--- src/rtl/dma_pkg.sv ---
// Shared types and constants for the two-channel DMA scheduler.
package dma_pkg;

  localparam int unsigned NUM_DMA_CH     = 2;
  localparam int unsigned DMA_WORD_BYTES = 4;

  typedef enum logic [1:0] {
    IDLE,
    RD,
    WR
  } dma_state_e;

  // remain is held at full 32-bit width; only the low LEN_W bits are ever non-zero.
  typedef struct packed {
    logic [31:0] src;
    logic [31:0] dst;
    logic [31:0] remain;
    logic        fix_src;
    logic        busy;
  } dma_chan_cfg_t;

endpackage

--- src/rtl/dma_rr_arb.sv ---
// Two-input round-robin arbiter: on contention the channel that did not
// go last wins; a lone requester always wins. Grant is one-hot.
module dma_rr_arb (
  input  logic [1:0] req,
  input  logic       last,
  output logic [1:0] grant
);

  always_comb begin
    grant = '0;
    if (req == 2'b11) grant = last ? 2'b01 : 2'b10;
    else              grant = req;
  end

endmodule

--- src/rtl/dma_chan_sched.sv ---
// Two-channel DMA scheduler: round-robin per word, each word is a read from
// src followed by a write to dst through the single bus-master port.
module dma_chan_sched
  import dma_pkg::*;
#(
  parameter int unsigned LEN_W    = 16,
  parameter int unsigned ADDR_INC = DMA_WORD_BYTES
) (
  input  logic               clk,
  input  logic               rst,
  input  logic [1:0]         ch_start,
  input  logic [1:0]         ch_abort,
  input  logic [63:0]        ch_src,
  input  logic [63:0]        ch_dst,
  input  logic [2*LEN_W-1:0] ch_len,
  input  logic [1:0]         ch_fix_src,
  output logic [1:0]         ch_busy,
  output logic [1:0]         ch_done,
  output logic [2*LEN_W-1:0] ch_remain,
  output logic               mst_req,
  output logic               mst_we,
  output logic [31:0]        mst_addr,
  output logic [31:0]        mst_wdata,
  input  logic               mst_ack,
  input  logic [31:0]        mst_rdata
);

  dma_state_e    state, state_d;
  dma_chan_cfg_t cfg [NUM_DMA_CH];
  logic          gnt, gnt_d;
  logic          rr_last;
  logic [1:0]    abort_pend;
  logic [1:0]    done_q;
  logic [1:0]    arb_req, arb_grant;
  logic [1:0]    in_flight;
  logic          req_d, we_d;
  logic [31:0]   addr_d, wdata_d;
  logic          word_done;

  // A channel being aborted this cycle must not be granted a new word.
  always_comb begin
    arb_req   = '0;
    in_flight = '0;
    for (int unsigned i = 0; i < NUM_DMA_CH; i++) begin
      arb_req[i[0]] = cfg[i[0]].busy & ~ch_abort[i[0]];
    end
    if (state != IDLE) in_flight[gnt] = 1'b1;
  end

  dma_rr_arb u_arb (
    .req   (arb_req),
    .last  (rr_last),
    .grant (arb_grant)
  );

  always_comb begin
    state_d   = state;
    gnt_d     = gnt;
    req_d     = mst_req;
    we_d      = mst_we;
    addr_d    = mst_addr;
    wdata_d   = mst_wdata;
    word_done = 1'b0;
    case (state)
      IDLE: begin
        if (|arb_grant) begin
          gnt_d   = arb_grant[1];
          state_d = RD;
          req_d   = 1'b1;
          we_d    = 1'b0;
          addr_d  = cfg[arb_grant[1]].src;
        end
      end
      RD: begin
        if (mst_ack) begin
          state_d = WR;
          we_d    = 1'b1;
          addr_d  = cfg[gnt].dst;
          wdata_d = mst_rdata;
        end
      end
      WR: begin
        if (mst_ack) begin
          state_d   = IDLE;
          req_d     = 1'b0;
          we_d      = 1'b0;
          word_done = 1'b1;
        end
      end
      default: state_d = IDLE;
    endcase
  end

  always_ff @(posedge clk or posedge rst) begin
    if (rst) begin
      state     <= IDLE;
      gnt       <= 1'b0;
      rr_last   <= 1'b1;
      mst_req   <= 1'b0;
      mst_we    <= 1'b0;
      mst_addr  <= '0;
      mst_wdata <= '0;
    end else begin
      state     <= state_d;
      gnt       <= gnt_d;
      mst_req   <= req_d;
      mst_we    <= we_d;
      mst_addr  <= addr_d;
      mst_wdata <= wdata_d;
      if (word_done) rr_last <= gnt;
    end
  end

  // An abort on the granted channel is deferred until its write completes.
  always_ff @(posedge clk or posedge rst) begin
    if (rst) begin
      for (int unsigned i = 0; i < NUM_DMA_CH; i++) cfg[i[0]] <= '0;
      abort_pend <= '0;
      done_q     <= '0;
    end else begin
      done_q <= '0;
      for (int unsigned i = 0; i < NUM_DMA_CH; i++) begin
        if (cfg[i[0]].busy) begin
          if (in_flight[i[0]] && word_done) begin
            if (!cfg[i[0]].fix_src) cfg[i[0]].src <= cfg[i[0]].src + ADDR_INC;
            cfg[i[0]].dst    <= cfg[i[0]].dst + ADDR_INC;
            cfg[i[0]].remain <= cfg[i[0]].remain - 32'd1;
            if (cfg[i[0]].remain == 32'd1 || abort_pend[i[0]] || ch_abort[i[0]]) begin
              cfg[i[0]].busy    <= 1'b0;
              done_q[i[0]]      <= 1'b1;
              abort_pend[i[0]]  <= 1'b0;
            end
          end else if (ch_abort[i[0]]) begin
            if (in_flight[i[0]]) begin
              abort_pend[i[0]] <= 1'b1;
            end else begin
              cfg[i[0]].busy <= 1'b0;
              done_q[i[0]]   <= 1'b1;
            end
          end
        end else if (ch_start[i[0]] && !ch_abort[i[0]]) begin
          if (ch_len[i*LEN_W +: LEN_W] == '0) begin
            done_q[i[0]] <= 1'b1;
          end else begin
            cfg[i[0]].src     <= ch_src[i*32 +: 32];
            cfg[i[0]].dst     <= ch_dst[i*32 +: 32];
            cfg[i[0]].remain  <= 32'(ch_len[i*LEN_W +: LEN_W]);
            cfg[i[0]].fix_src <= ch_fix_src[i[0]];
            cfg[i[0]].busy    <= 1'b1;
          end
        end
      end
    end
  end

  always_comb begin
    ch_busy   = '0;
    ch_remain = '0;
    for (int unsigned i = 0; i < NUM_DMA_CH; i++) begin
      ch_busy[i[0]]              = cfg[i[0]].busy;
      ch_remain[i*LEN_W +: LEN_W] = cfg[i[0]].remain[LEN_W-1:0];
    end
  end

  assign ch_done = done_q;

endmodule

--- config.mk ---
export PLATFORM = sky130hd
export DESIGN_NAME = dma_chan_sched
export DESIGN_NICKNAME = d
export VERILOG_FILES = /design/src/rtl/dma_pkg.sv /design/src/rtl/dma_rr_arb.sv /design/src/rtl/dma_chan_sched.sv
export SDC_FILE = /design/constraint.sdc
export NUM_CORES = 1
export LEC_CHECK = 0
export CAP_MARGIN = 20
export CORE_AREA = 2 2 206 259
export DETAILED_ROUTE_END_ITERATION = 8
export DIE_AREA = 0 0 208 261
export PLACE_DENSITY = 0.64
export SETUP_SLACK_MARGIN = 0.2
export SYNTH_ARGS = -nofsm -noshare
export SYNTH_HDL_FRONTEND = slang
export SYNTH_HIERARCHICAL = 1
export SYNTH_SLANG_ARGS = --single-unit
export TNS_END_PERCENT = 30
--- constraint.sdc ---
create_clock -name clk -period 8.2 [get_ports clk]
set_input_delay 0.82 -clock clk [delete_from_list [all_inputs] [get_ports clk]]
set_output_delay 0.82 -clock clk [all_outputs]
set_load 0.02 [all_outputs]
After elaboration in Yosys (flattened, before gate mapping)
Index checks and enable logic that the tools add are counted.
- div/mod/pow operators: 0
- reductions and logical operators: 39
- add/sub/neg operators: 6
- bitwise gates (word level): 10
- shifts and indexed selects: 0
- mux-type cells: 68
- equality and inequality tests: 16
- magnitude comparators: 4
- multipliers: 0
- operators by type and width (kind ; count):
    $mux W98 ; 7
    $mux W96 ; 4
    $mux W66 ; 3
    $add A32 B3 Y32 const B ; 4
    $mux W32 ; 4
    $eq A32 B1 Y1 const B ; 2
    $pmux W32 S2 ; 1
    $sub A32 B1 Y32 const B ; 2
    $mux W1 ; 39
    $logic_not A16 Y1 ; 2
    $reduce_and A3 Y1 ; 7
    $reduce_and A4 Y1 ; 5
    $reduce_bool A2 Y1 ; 9
    $ne A2 B2 Y1 const B ; 7
    $mux W2 ; 6
    $ne A2 B1 Y1 const B ; 4
    $not A1 Y1 ; 6
    $pmux W2 S3 ; 1
    $logic_and A1 B1 Y1 ; 5
    $eq A2 B2 Y1 const B ; 2
    $ge A2 B2 Y1 const B ; 2
    $logic_or A1 B1 Y1 ; 4
    $not A1 Y2 ; 2
    $reduce_and A2 Y1 ; 2
    11 further kinds ; 13
- memory bits (writable): 0
- register bits: 270
- bits in latches: 0
- bits in read-only memories: 0
- memories kept: 0
- output and inout port bits: 102
- bits of input ports: 201

Longest topological paths before layout
Gate-level depths: netlist (run 1).
- word-level depth: 10
- depth in mapped cells: 11
- depth with buffers taken out: 8

Cells and area by module
The synthesis (run 1) kept the hierarchy.
- by module, submodules not included (module ; cells an instance ; sequential area each (um^2) ; times used ; area an instance (um^2)):
    dma_chan_sched ; 1726 ; 6757.7 ; 1 ; 15367.2
    dma_rr_arb ; 3 ; 0.0 ; 1 ; 18.8

Worst setup path after synthesis (run 1)
Ideal clock, no wire load.
- path type: input port to flip-flop
- from: in mst_ack
- to: reg cfg[185] in the netlist's numbering
- setup time: 0.069 ns
- buffers on the path: 2
- arrival: 2.627 ns
- setup slack: 5.504 ns
- cell stages on the path: 7
- path through: nand4bb_1 -> clkbuf_1 -> or4_1 -> clkbuf_1 -> or4_1 -> or3_1 -> nand3_1
- word-level cells in the longest chain between the ends: 5
- ends and longest elaborated chain (element ; line ; source):
    start: declaration ; dma_chan_sched.sv:24 ; input logic mst_ack,
    $mux W1 ; dma_chan_sched.sv:83 ; if (mst_ack) begin
    $mux W1 ; dma_chan_sched.sv:64 ; case (state)
    $logic_and A1 B1 Y1 ; dma_chan_sched.sv:124 ; if (in_flight[i[0]] && word_done) begin
    $ne A2 B1 Y1 (no source line) ; -- ;
    $reduce_and A4 Y1 (no source line) ; -- ;
    end: declaration ; dma_chan_sched.sv:29 ; dma_chan_cfg_t cfg [NUM_DMA_CH];
No other way between the ends.
A chain may end at the register's enable or synchronous reset.

Worst setup path after layout (run 1)
Same ends and word-level chain as after synthesis.

==> flow_metrics.env, run 1 <==
export IMPL_worst_slew_pin_slew_ns=1.10
export IMPL_wl_per_cell_um=21.1
export IMPL_start_util_pct=29.6
export IMPL_cts_made_buffers=30
export IMPL_ant_nets=0
export IMPL_fp_row_count=94
export IMPL_vias_per_cell=5.51
export IMPL_vias=14500
export IMPL_nets=2149
export IMPL_final_hold_viol_count=0
export IMPL_clock_sinks=270
export IMPL_power_density_nw_per_um2=350
export IMPL_min_delay_path_class="reg -> reg"
export IMPL_synth_top_family_by_area="simple AND/OR/NAND/NOR gates"
export IMPL_synth_distinct_cells=64
export IMPL_period_share_pct=44.8
export IMPL_die_y_um=261
export IMPL_gp_congestion=0.864
export IMPL_min_from="cfg[165]"
export IMPL_fin_setup_tns_ns=0
export IMPL_arrival_ns=4.17
export IMPL_synth_edf_count=0
export IMPL_hold_buffers=0
export IMPL_min_period_ns=3.67
export IMPL_num_antenna_cells=0
export IMPL_reg2reg_slack_ns=4.60
export IMPL_report_final_slew_viol_count=0
export IMPL_status="finished, final reports clean"
export IMPL_root_buffer="clkbuf_16"
export IMPL_final_common_cell="clkdlybuf4s50_1"
export IMPL_clk_pin_slew_ns=0.06
export IMPL_cp_required_ns=8.70
export IMPL_fill_cells=5223
export IMPL_ys_ff_latch=270
export IMPL_grt_max_degree=141
export IMPL_syn_area_per_cell_um2=8.90
export IMPL_dieArea_um2=54300
export IMPL_criticalPathCategory="in -> reg"
export IMPL_cts_tree="done"
export IMPL_groute_usage_overall_pct=19.9
export IMPL_grt_overflow=0
export IMPL_p_leak_uw=0.00755
export IMPL_clk_latency_ns=0.57
export IMPL_clockBufferDepth=3
export IMPL_min_to="cfg[165]"
export IMPL_crit_fanout=17
export IMPL_synthAdderAreaFrac_pct=0.651
export IMPL_critPathLaunchType="input pin"
export IMPL_async_reset_ff_share_pct=100
export IMPL_port_buffers=302
export IMPL_area_delta_synth_final_pct=28.4
export IMPL_slew_headroom_pct=26.0
export IMPL_grt_pass1_wl_um=84700
export IMPL_place_inst=2578
export IMPL_cts_htree_levels=1
export IMPL_yosysSeqAreaShare_pct=43.9
export IMPL_die_width_um=208
export IMPL_post_cts_setup_buffers=0
export IMPL_synth_cells=1729
export IMPL_synth_ff_type="dfrtp_1"
export IMPL_synth_xor_area_share_pct=4.38
export IMPL_synth_simple_area_share_pct=23.2
export IMPL_drt_total_wl_um=55700
export IMPL_core_area_um2=52000
export IMPL_worst_clock_skew_ns=0.0149
export IMPL_dpl_hpwl_um=41200
export IMPL_layout_common_cells="302 x clkdlybuf4s50_1, 269 x dfrtp_1, 237 x nand2_1"
export IMPL_endpoint_kind="flop"
export IMPL_rsz0062_at_grt="no"
export IMPL_first_pass_iters=5
export IMPL_r2r_start="ch_busy[0]"
export IMPL_synth_warnings=6
export IMPL_r2r_end="mst_addr[8]"
export IMPL_synthMuxAreaShare_pct=7.06
export IMPL_whs_path_depth=2
export IMPL_synth_nets=1938
export IMPL_ir_drop_mv=0.155
export IMPL_cts_resized=0
export IMPL_io_pins=303
export IMPL_antenna_found_initial=2
export IMPL_drive_above_1_share_pct=7.54
export IMPL_first_global_vias=14000
export IMPL_drcViolationCount=0
export IMPL_synth_compound_area_share_pct=15.7
export IMPL_fmax_mhz=272
export IMPL_setup_viol=0
export IMPL_layout_cells_non_filler=2636
export IMPL_syn_area_um2=15400
export IMPL_r2r_cells=9
export IMPL_drtIter0Drc=1373
export IMPL_maxCapViolations=0
## critical path, stage by stage
cell,delay [ns]
clkdlybuf4s50_1,0.76
nand4bb_1,0.72
or4_1,0.88
or4_1,0.58
or3_1,0.32
nand3_1,0.09
## Yosys cell counts, types with 4 or more instances
cell type | number | share of area (%)
a21o_1 | 10 | 0.49
clkbuf_1 | 96 | 2.3
o221ai_1 | 4 | 0.23
nor4_1 | 47 | 1.9
xnor2_1 | 47 | 2.7
mux2i_1 | 41 | 2.7
o21ai_0 | 153 | 5.0
inv_1 | 31 | 0.76
or3_1 | 25 | 1.0
and3_1 | 14 | 0.57
or4_1 | 33 | 1.6
nand3_1 | 64 | 2.1
nand2b_1 | 8 | 0.33
a21oi_1 | 74 | 2.4
a22oi_1 | 13 | 0.63
nand2_1 | 237 | 5.8
ha_1 | 8 | 0.65
mux2_2 | 60 | 4.4
o31ai_1 | 20 | 0.98
and4_1 | 10 | 0.57
xor2_1 | 30 | 1.7
nor2b_1 | 6 | 0.24
nor3_1 | 54 | 1.8
and2_1 | 13 | 0.53
or2_2 | 10 | 0.41
buf_4 | 34 | 1.7
a31oi_1 | 12 | 0.49
o211ai_1 | 12 | 0.59
buf_1 | 12 | 0.29
nor3b_1 | 5 | 0.24
dfrtp_1 | 269 | 44
o311ai_0 | 14 | 0.80
nor2_1 | 124 | 3.0
nand4_1 | 47 | 1.9
a32oi_1 | 4 | 0.23
a221o_1 | 33 | 2.1
## through the flow
step	setup WS [ns]	power (uW)	hold slack [ns]	area [um2]	utilization, %
2_1_floorplan	3.81	4330	0.440	15400	-
3_3_place_gp	4.02	5500	0.462	18800	36.1
3_5_place_dp	3.96	5580	0.462	18800	36.1
4_1_cts	4.55	6930	0.477	19700	37.9
5_1_grt	4.33	7340	0.505	19800	38.0
6_report	4.53	6920	0.472	19800	38.0
## final cells by class
| cell class | instances | area [um2] | share of cell area, % |
|---|---|---|---|
| repair buffers | 321 | 3200 | 16.2 |
| clock inverters | 6 | 30.0 | 0.152 |
| clock buffers | 50 | 907 | 4.59 |
| flip-flops and latches | 270 | 6760 | 34.2 |
| well taps | 672 | 841 | 4.26 |
| inverters | 32 | 124 | 0.627 |
| multi-input cells | 1285 | 7900 | 40.0 |
## metal layers
layer | vias to the layer above | global-route usage (%) | share of wire, % | wire length [um]
met1 | 7113 | 26.6 | 41 | 23000
met2 | 619 | 32.5 | 48 | 26500
met4 | 4 | 7.84 | 3.8 | 2120
li1 | 6691 | - | - | -
met5 | - | 0 | 0.054 | 30
met3 | 93 | 2.97 | 7.3 | 4060
## how the worst max path moves through the flow
| stage | start | to | slack (ns) | cells after the start |
|---|---|---|---|---|
| floorplan | rst | abort_pend[0] | 3.81 | 1 |
| global placement | mst_ack | cfg[185] | 4.02 | 6 |
| detailed placement | mst_ack | cfg[185] | 3.96 | 6 |
| CTS | mst_ack | cfg[185] | 4.55 | 6 |
| global route | mst_ack | cfg[185] | 4.33 | 6 |
| finish | mst_ack | cfg[185] | 4.53 | 6 |
## report_power, final
group	switching [uW]	internal, uW	leakage, uW
clock	579	748	0.000464
sequential	769	1900	0.00334
combinational	1620	1310	0.00375
total	2970	3950	0.00755
## sequential cells by signal, summed over array words and instances (netlist names)
register,cells
rr_last,1
mst_we,1
cfg,162
ch_remain,32
mst_wdata,32
state,2
mst_req,1
mst_addr,32
ch_busy,2
ch_done,2
abort_pend,2
gnt,1
## logic make-up after synthesis
| group | count (synthesis) |
|---|---|
| AOI/OAI and AO/OA | 382 |
| and+or+nand+nor | 717 |
| buffers and inverters | 174 |
| adders and majority gates | 8 |
| xor gates and xnor gates | 77 |
| DFF | 270 |
| muxes | 101 |
Power figures use the tool's default switching activity.
==> run 2: changes to the inputs <==
==> constraint.sdc (replaced) <==
create_clock -name clk -period 3.15 [get_ports clk]
set_input_delay 0.315 -clock clk [delete_from_list [all_inputs] [get_ports clk]]
set_output_delay 0.315 -clock clk [all_outputs]
set_load 0.02 [all_outputs]
==> run 2 against run 1 <==
Net effect:
- highest routed layer unchanged
- largest power group unchanged
- utilization up 0.76 points
- routed wire length up 1.8%
- largest cell class unchanged
- critical path depth up 1
==> flow_metrics.env, run 2 (synthesized netlist as in run 1, its figures left out) <==
export IMPL_ant_nets=0
export IMPL_crit_family="simple AND/OR/NAND/NOR gates"
export IMPL_start_util_pct=29.6
export IMPL_cp_common_cell="or3_1"
export IMPL_status="finished, final reports clean"
export IMPL_antenna_found_initial=4
export IMPL_clk_pin_slew_ns=0.06
export IMPL_layout_cells_non_filler=2680
export IMPL_hold_buffers=0
export IMPL_place_inst=2625
export IMPL_crit_fanout=5
export IMPL_drt_total_wl_um=56700
export IMPL_grt_pass1_wl_um=85800
export IMPL_drtIter0Drc=1413
export IMPL_dieArea_um2=54300
export IMPL_vias_per_cell=5.46
export IMPL_period_share_pct=88.5
export IMPL_gp_congestion=0.874
export IMPL_layout_setup_ws_ns=0.364
export IMPL_rsz0062_at_grt="no"
export IMPL_crit_slowest_cell="or4b_1"
export IMPL_cts_htree_levels=1
export IMPL_r2r_end="cfg[32]"
export IMPL_io_pins=303
export IMPL_fmax_mhz=359
export IMPL_area_delta_synth_final_pct=31.0
export IMPL_dpl_hpwl_um=43200
export IMPL_clk_latency_ns=0.58
export IMPL_die_y_um=261
export IMPL_maxCapViolations=0
export IMPL_critPathLaunchType="flop"
export IMPL_clock_sinks=270
export IMPL_worst_clock_skew_ns=0.0114
export IMPL_slew_headroom_pct=34.0
export IMPL_grt_max_degree=67
export IMPL_vias=14600
export IMPL_largest_reg_flops=162
export IMPL_layout_common_cells="302 x clkdlybuf4s50_1, 269 x dfrtp_1, 237 x nand2_1"
export IMPL_place_ws_ns=0.235
export IMPL_report_final_slew_viol_count=0
export IMPL_worst_slew_pin_slew_ns=0.987
export IMPL_path_buf_inv=1
export IMPL_groute_usage_overall_pct=20.1
export IMPL_drcViolationCount=0
export IMPL_root_buffer="clkbuf_16"
export IMPL_first_pass_iters=7
export IMPL_cts_resized=0
export IMPL_p_leak_uw=0.00778
export IMPL_post_cts_setup_buffers=0
export IMPL_cp_required_ns=3.65
export IMPL_endpoint_kind="flop"
export IMPL_first_global_vias=14400
export IMPL_die_width_um=208
export IMPL_reg2reg_slack_ns=0.36
export IMPL_drive_above_1_share_pct=9.53
export IMPL_min_period_ns=2.79
export IMPL_criticalPathCategory="reg -> reg"
export IMPL_power_density_nw_per_um2=907
export IMPL_r2r_cells=7
export IMPL_cts_tree="done"
export IMPL_port_buffers=302
export IMPL_arrival_ns=3.28
export IMPL_nets=2195
export IMPL_final_common_cell="clkdlybuf4s50_1"
export IMPL_cp_cell_sequence="inv_1 > ha_1 > or4b_1 > or3_1 > or3_1 > or4_1 > a21oi_1"
export IMPL_clockBufferDepth=3
export IMPL_r2r_start="ch_remain[17]"
export IMPL_grt_overflow=0
export IMPL_fp_row_count=94
export IMPL_crit_path_max_incr_delay_ns=0.61
export IMPL_cts_made_buffers=31
export IMPL_wl_per_cell_um=21.2
export IMPL_min_delay_path_class="in -> async"
export IMPL_ir_drop_mv=0.441
export IMPL_final_hold_viol_count=0
export IMPL_setup_viol=0
export IMPL_core_area_um2=52000
run 2: per-stage QoR:
stage | setup TNS, ns | utilization (%) | power (uW) | hold WS, ns | area [um2]
finish | 0 | 38.8 | 18300 | 0.247 | 20200
floorplan | -196.81 | - | 11300 | 0.420 | 15400
detailed placement | 0 | 37.0 | 14800 | 0.463 | 19200
CTS | 0 | 38.8 | 18300 | 0.256 | 20100
global route | 0 | 38.8 | 19300 | 0.285 | 20100
global placement | 0 | 37.0 | 14600 | 0.460 | 19200
run 2: worst max-delay path by stage:
stage / from / end / slack [ns] / cells after the start
final: ch_remain[17] / cfg[32] / 0.36 / 7
after global routing: ch_remain[16] / cfg[32] / 0.26 / 7
after CTS: ch_remain[16] / cfg[32] / 0.41 / 7
after detailed placement: mst_ack / cfg[51] / 0.23 / 6
after global placement: mst_ack / cfg[21] / 0.34 / 7
after floorplan: rst / abort_pend[0] / -0.73 / 1
run 2: area by class of cell:
cell class | count | area (um2)
timing repair buffer | 366 | 3600
inverter | 32 | 124
antenna | 3 | 7.51
clock inverter | 7 | 66.3
sequential | 270 | 6760
clock buffer | 45 | 858
tap | 672 | 841
multi-input combinational | 1285 | 7900
fill | 5246 | 31800
run 2: layer usage:
layer  track usage [%]  routed length [um]  vias to the layer above
li1                  -                   -                     6791
met1              26.7               23900                     7153
met2              33.0               27100                      585
met3              2.77                3420                       96
met4              8.51                2270                        4
met5                 0                  33                        -
run 2: report_power, final:
group          internal, uW  total, uW  switching (uW)
Sequential             4940       6910            1970
Combinational          3560       7930            4360
Clock                  1950       3440            1500
Total                 10500      18300            7830
==> run 3: changes to the inputs <==
--- a/config.mk
+++ b/config.mk
@@ -5,12 +5,11 @@
 export SDC_FILE = /design/constraint.sdc
 export NUM_CORES = 1
 export LEC_CHECK = 0
-export CAP_MARGIN = 20
 export CORE_AREA = 2 2 206 259
 export DETAILED_ROUTE_END_ITERATION = 8
 export DIE_AREA = 0 0 208 261
 export PLACE_DENSITY = 0.64
-export SETUP_SLACK_MARGIN = 0.2
+export SETUP_SLACK_MARGIN = 0.15
 export SYNTH_ARGS = -nofsm -noshare
 export SYNTH_HDL_FRONTEND = slang
 export SYNTH_HIERARCHICAL = 1
==> results of run 3 <==
No change in the layout: final DEF, timing and power equal those of run 2.
